[src/rtl/uart_pkg.sv]
// Shared constants for the UART receive-side parsers.
//   - error cause codes reported on err_code
//   - one-hot parser states
//   - ASCII constants and small character-class helpers
package uart_pkg;

  localparam logic [1:0] ERR_KEY    = 2'd0;
  localparam logic [1:0] ERR_SYNTAX = 2'd1;
  localparam logic [1:0] ERR_OVF    = 2'd2;
  localparam logic [1:0] ERR_EMPTY  = 2'd3;

  typedef enum logic [4:0] {
    S_KEY  = 5'b00001,
    S_EQ   = 5'b00010,
    S_SIGN = 5'b00100,
    S_DIG  = 5'b01000,
    S_DROP = 5'b10000
  } state_t;

  localparam logic [7:0] ASC_EQ    = 8'h3D;
  localparam logic [7:0] ASC_MINUS = 8'h2D;
  localparam logic [7:0] ASC_0     = 8'h30;
  localparam logic [7:0] ASC_A     = 8'h41;
  localparam logic [7:0] ASC_LA    = 8'h61;

  function automatic logic is_digit(input logic [7:0] b);
    return (b >= ASC_0) && (b <= ASC_0 + 8'd9);
  endfunction

  function automatic logic is_upper(input logic [7:0] b);
    return (b >= ASC_A) && (b <= ASC_A + 8'd25);
  endfunction

  function automatic logic is_lower(input logic [7:0] b);
    return (b >= ASC_LA) && (b <= ASC_LA + 8'd25);
  endfunction

endpackage

[src/rtl/dec_mac10.sv]
// Combinational decimal accumulate step: result = acc*10 + digit.
//   acc    : running magnitude (W bits)
//   digit  : decimal digit 0..9
//   limit  : largest magnitude the caller accepts
//   result : low W bits of the new magnitude
//   ovf    : new magnitude does not fit W bits or exceeds limit
module dec_mac10 #(
  parameter int W = 32
) (
  input  logic [W-1:0] acc,
  input  logic [3:0]   digit,
  input  logic [W-1:0] limit,
  output logic [W-1:0] result,
  output logic         ovf
);

  // acc*10 < 16*2^W, so 4 guard bits are enough to see any carry-out.
  logic [W+3:0] prod;

  always_comb begin
    prod   = ({4'd0, acc} << 3) + ({4'd0, acc} << 1) + {{W{1'b0}}, digit};
    result = prod[W-1:0];
    ovf    = (|prod[W+3:W]) || (prod[W-1:0] > limit);
  end

endmodule

[src/rtl/uart_cmd_decoder.sv]
// Parses one de-framed UART payload of the form "K=[-]DDDD" into a key and a
// two's-complement value. Each frame produces exactly one result strobe,
// one cycle after rx_frame_end.
//   rx_byte/rx_byte_vld : payload bytes
//   rx_frame_end        : pulse after the last payload byte (may share its cycle)
//   cmd_key/cmd_value   : decoded command, held until the next cmd_vld
//   cmd_vld / cmd_err   : one-cycle result strobes (mutually exclusive)
//   err_code            : reject cause, held until the next cmd_err
//   busy                : a frame is partially parsed
module uart_cmd_decoder
  import uart_pkg::*;
#(
  parameter int VALUE_WIDTH = 32,
  parameter int MAX_DIGITS  = 10,
  parameter bit ALLOW_NEG   = 1'b1
) (
  input  logic                   sys_clk,
  input  logic                   sys_rst_n,
  input  logic [7:0]             rx_byte,
  input  logic                   rx_byte_vld,
  input  logic                   rx_frame_end,
  output logic [7:0]             cmd_key,
  output logic [VALUE_WIDTH-1:0] cmd_value,
  output logic                   cmd_vld,
  output logic                   cmd_err,
  output logic [1:0]             err_code,
  output logic                   busy
);

  localparam int CW = $clog2(MAX_DIGITS + 2);

  state_t                 state, nxt_state;
  logic [VALUE_WIDTH-1:0] acc, nxt_acc, limit, mac_res, res_val;
  logic [CW-1:0]          cnt, nxt_cnt;
  logic                   neg, nxt_neg, mac_ovf, dig_ok;
  logic [7:0]             key, nxt_key;
  logic [1:0]             drop_code, nxt_code, res_code;
  logic                   res_vld, res_err;

  // Negative numbers may reach one step further than positive ones.
  always_comb begin
    if (!ALLOW_NEG) limit = '1;
    else if (neg)   limit = {1'b1, {(VALUE_WIDTH-1){1'b0}}};
    else            limit = {1'b0, {(VALUE_WIDTH-1){1'b1}}};
  end

  dec_mac10 #(.W(VALUE_WIDTH)) u_mac (
    .acc    (acc),
    .digit  (rx_byte[3:0]),
    .limit  (limit),
    .result (mac_res),
    .ovf    (mac_ovf)
  );

  // A digit is accepted only if it keeps both value and digit count in range.
  assign dig_ok = !mac_ovf && (cnt < CW'(MAX_DIGITS));

  always_comb begin
    nxt_state = state;
    nxt_acc   = acc;
    nxt_cnt   = cnt;
    nxt_neg   = neg;
    nxt_key   = key;
    nxt_code  = drop_code;
    res_vld   = 1'b0;
    res_err   = 1'b0;
    res_code  = ERR_EMPTY;
    res_val   = '0;

    if (rx_byte_vld) begin
      unique case (state)
        S_KEY: begin
          if (is_upper(rx_byte)) begin
            nxt_key = rx_byte; nxt_state = S_EQ;
          end else if (is_lower(rx_byte)) begin
            nxt_key = rx_byte - 8'h20; nxt_state = S_EQ;
          end else begin
            nxt_code = ERR_KEY; nxt_state = S_DROP;
          end
        end
        S_EQ: begin
          if (rx_byte == ASC_EQ) nxt_state = S_SIGN;
          else begin nxt_code = ERR_SYNTAX; nxt_state = S_DROP; end
        end
        S_SIGN, S_DIG: begin
          if (state == S_SIGN && ALLOW_NEG && rx_byte == ASC_MINUS) begin
            nxt_neg = 1'b1; nxt_state = S_DIG;
          end else if (!is_digit(rx_byte)) begin
            nxt_code = ERR_SYNTAX; nxt_state = S_DROP;
          end else if (!dig_ok) begin
            nxt_code = ERR_OVF; nxt_state = S_DROP;
          end else begin
            nxt_acc = mac_res; nxt_cnt = cnt + 1'b1; nxt_state = S_DIG;
          end
        end
        S_DROP: ;
        default: nxt_state = S_DROP;
      endcase
    end

    // Frame end sees the state after any byte arriving in the same cycle.
    if (rx_frame_end) begin
      if (nxt_state == S_DIG && nxt_cnt != '0) begin
        res_vld = 1'b1;
        res_val = nxt_neg ? -nxt_acc : nxt_acc;
      end else begin
        res_err  = 1'b1;
        res_code = (nxt_state == S_DROP) ? nxt_code : ERR_EMPTY;
      end
      nxt_state = S_KEY;
      nxt_acc   = '0;
      nxt_cnt   = '0;
      nxt_neg   = 1'b0;
    end
  end

  always_ff @(posedge sys_clk or negedge sys_rst_n) begin
    if (!sys_rst_n) begin
      state     <= S_KEY;
      acc       <= '0;
      cnt       <= '0;
      neg       <= 1'b0;
      key       <= '0;
      drop_code <= ERR_KEY;
      cmd_key   <= '0;
      cmd_value <= '0;
      cmd_vld   <= 1'b0;
      cmd_err   <= 1'b0;
      err_code  <= '0;
    end else begin
      state     <= nxt_state;
      acc       <= nxt_acc;
      cnt       <= nxt_cnt;
      neg       <= nxt_neg;
      key       <= nxt_key;
      drop_code <= nxt_code;
      cmd_vld   <= res_vld;
      cmd_err   <= res_err;
      if (res_vld) begin
        cmd_key   <= nxt_key;
        cmd_value <= res_val;
      end
      if (res_err) err_code <= res_code;
    end
  end

  assign busy = (state != S_KEY);

endmodule

[config.mk]
export PLATFORM = sky130hd
export DESIGN_NAME = uart_cmd_decoder
export DESIGN_NICKNAME = d
export VERILOG_FILES = /design/src/rtl/uart_pkg.sv /design/src/rtl/dec_mac10.sv /design/src/rtl/uart_cmd_decoder.sv
export SDC_FILE = /design/constraint.sdc
export NUM_CORES = 1
export LEC_CHECK = 0
export BUFFER_PORTS_ARGS = -buffer_cell sky130_fd_sc_hd__buf_2
export CORE_MARGIN = 1
export CORE_UTILIZATION = 33
export DETAILED_ROUTE_END_ITERATION = 16
export GPL_TIMING_DRIVEN = 0
export HOLD_SLACK_MARGIN = 0.12
export PLACE_DENSITY_LB_ADDON = 0.15
export SLEW_MARGIN = 20
export SYNTH_ARGS = -nofsm -noshare
export SYNTH_HDL_FRONTEND = slang
export SYNTH_SLANG_ARGS = --single-unit
[constraint.sdc]
create_clock -name sys_clk -period 12.47 [get_ports sys_clk]
set_input_delay 3.1175 -clock sys_clk [delete_from_list [all_inputs] [get_ports sys_clk]]
set_output_delay 3.1175 -clock sys_clk [all_outputs]
set_load 0.01 [all_outputs]
==> flow_summary.ini <==
[status]
status = finished, final reports clean

[cells_and_area]
finalNonFillerCells = 1394
antenna-diode-count = 0
layout-drive-gt1-share_pct = 11.5
fin_nets = 1173
area_growth_pct = 12.8
final_area_um2 = 9580

[sta]
rsz0062_at_grt = no
clock.fmax_ghz = 0.0844
slew-limit-headroom_pct = 24.4
worst_clock_skew_ns = 0.0135
setup_viol = 0
final.period_utilization_pct = 95.0
timing.final.ws_setup_ns = 0.618
period_needed_ns = 11.85
maxSlewViolCount = 0
hold_viol = 0
tightestPinTransition_ns = 1.11

[power]
p_sw_share_pct = 25.9
fin_total_pwr_uw = 671
power_leakage_nw = 4.67
comb_power_share_pct = 6.6
p_switching_uw = 174
clock_power_share_pct = 45.3
peakVddDrop_mv = 0.0860
power.share.sequential_pct = 48.2
p_per_area_nw_per_um2 = 70.1
p_int_uw = 497

[detailed_routing]
vias = 7691
drt_wl_total_um = 26500
drt_iter0_markers = 726
firstDrtPassIters = 5
wl_per_cell_um = 19.0
avgViaCountPerCell = 5.52
ant_nets = 0
drcViolationCount = 0

[global_routing]
grt_pass1_vias = 7346
gr-total-overflow = 0
grt_max_degree = 68
grt_usage_pct = 20.8
grt_pass1_wl_um = 42500
antenna_found_initial = 0

[synth]
synth_top_area_share_pct = 28.0
synth_top_area_cell = dfrtp_1
synth_warnings = 0
synth_nets = 1105
synth_area_per_cell_um2 = 8.57
synthTopCellsByArea = dfrtp_1, ha_1, nor2_1
synth-seq-cells = 96
async_flop_share_pct = 100
synth-main-ff-cell = dfrtp_1
netlist_top_cells_count = nor2_1, ha_1, nand2_1
synth_edf_count = 0
yosysSeqAreaShare_pct = 28.3
synth_cell_types = 77
yosysMostFrequentCell = nor2_1
netlist_area_um2 = 8490
synthCells = 991

[critical_path]
regToRegStartpoint = acc[2]
path_delay_family = compound AO/OA/AOI/OAI gates
max_stage_delay_ns = 0.70
rr_endpoint = cmd_value[26]
endpoint_kind = flop
path_class = in2reg
cp_common_cell = ha_1
worstPathRequired_ns = 12.70
crit_fanout = 10
reg2regPathDepth = 30
crit_buf_inv = 5
slowest_stage = or4b_2
cp.arrival_ns = 12.08
start_kind = input pin
r2r_slack_ns = 3.09

[placement]
place_congestion = 0.867
preCtsSetupSlack_ns = -0.871
dp_hpwl_um = 20500
placedInstanceArea_um2 = 9220
placed_cells = 1377
port_buffers = 55

[floorplanning]
row_count = 58
die_y_um = 162
io_pins = 57
die-area_um2 = 26400
die_w_um = 162
initial_utilization_pct = 33.7
coreArea_um2 = 25200

[cts]
cts_tree = done
cts_max_level = 3
root_buffer = clkbuf_16
ctsLongestPathBuffers = 2
numCtsBuffers = 9
insertion_delay_ns = 0.36
path_clk_slew_ns = 0.08
cts.sinks = 96

[hold_path]
worstHoldStart = cmd_value[25]
hold_path.class = reg2reg
whs_endpoint = cmd_value[25]
min_delay_path_depth = 2

[flow_run]
maxCapViolCount = 0
==> per-layer routing <==
metal  track usage, %  part of all wire, %
met1             30.4                   50
met2             31.9                   44
met3             3.77                  5.1
met4             3.73                 0.79
met5                0                    0
==> placed cells by master (no fill, tap or decap), drive strengths merged, types with 5 or more instances in the layout <==
cell type	netlist	routed
mux2	14	14
a311oi	5	5
o211ai	14	14
and2	8	8
nand2b	11	11
inv	27	30
nand2	96	96
o31ai	8	8
a2111oi	7	7
buf	12	69
nor4	12	12
o21ai	87	87
nand3	12	12
a211oi	11	11
nor4b	6	6
nor2b	7	7
or4	7	7
a21o	11	11
xor2	27	27
xnor2	33	33
clkbuf	29	38
a21oi	68	68
nor3b	8	8
o21a	6	6
or3	8	8
a31oi	5	5
nor3	28	28
nand3b	5	5
nor2	106	106
ha	100	100
dfrtp	95	95
and3	8	8
nand4	19	19
mux2i	39	39
==> worst min-delay path, stage by stage (launching register included) <==
cell and delay [ns]:
dfrtp_1 0.34, nand2_1 0.04, o21ai_0 0.06
==> area by class of cell <==
cell class,count,area (µm²)
plain buffers,41,196
clock buffers,9,225
clock inverters,7,86.3
fillers,2633,15600
inverters,27,101
multi-input cells,827,5830
flip-flops and latches,96,2400
well taps,330,413
repair buffers,57,317
==> metrics by stage <==
stage	hold slack, ns	setup TNS, ns	utilization, %
after detailed placement	0.467	-5.85	36.6
after CTS	0.485	0	37.9
final	0.476	0	38.0
after floorplan	0.458	0	-
after global routing	0.502	0	38.0
after global placement	0.462	-9.79	36.4
==> sequential cells by signal, indices dropped and copies added, names as in the netlist <==
name       count
acc           32
cmd_value     32
cmd_key        8
key            8
state          5
cnt            4
drop_code      2
err_code       2
cmd_err        1
cmd_vld        1
neg            1
==> timing repair <==
action	CTS	global route
endpoints found under the setup margin	8	8
endpoints found under the hold margin	0	0
resized for setup	2	5
setup buffers	1	0
pin swaps	1	0
hold buffers	0	0
==> power by group through the flow <==
stage	clock network, mW	registers, mW	logic [mW]
final	0.304	0.323	0.0441
after global routing	0.324	0.325	0.0496
after CTS	0.313	0.323	0.0448
after detailed placement	0	0.330	0.0445
after global placement	0	0.329	0.0428
after floorplan	0	0.329	0.0244
==> kinds of logic after synthesis <==
kind of cell               count (synthesis)  share of synthesized area, %
adders and majority gates                102                          15.2
xor gates and xnor gates                  60                          6.19
muxes                                     53                          6.68
buffers and inverters                     68                          3.51
DFF                                       96                          28.3
and+or+nand+nor                          357                          21.0
AOI/OAI and AO/OA                        255                          19.1
==> worst max path at each step <==
stage | start | slack (ns) | cells past startpoint | end
after floorplan | rx_byte[3] | 1.96 | 30 | cmd_value[26]
after global placement | rx_byte[3] | -1.30 | 31 | cmd_value[28]
after detailed placement | rx_byte[3] | -0.87 | 31 | cmd_value[28]
after CTS | rx_byte[3] | 0.37 | 31 | cmd_value[26]
after global routing | rx_byte[3] | 0.04 | 31 | cmd_value[26]
final | rx_byte[3] | 0.62 | 31 | cmd_value[26]
Note: power is estimated with default switching activity, not from simulation.
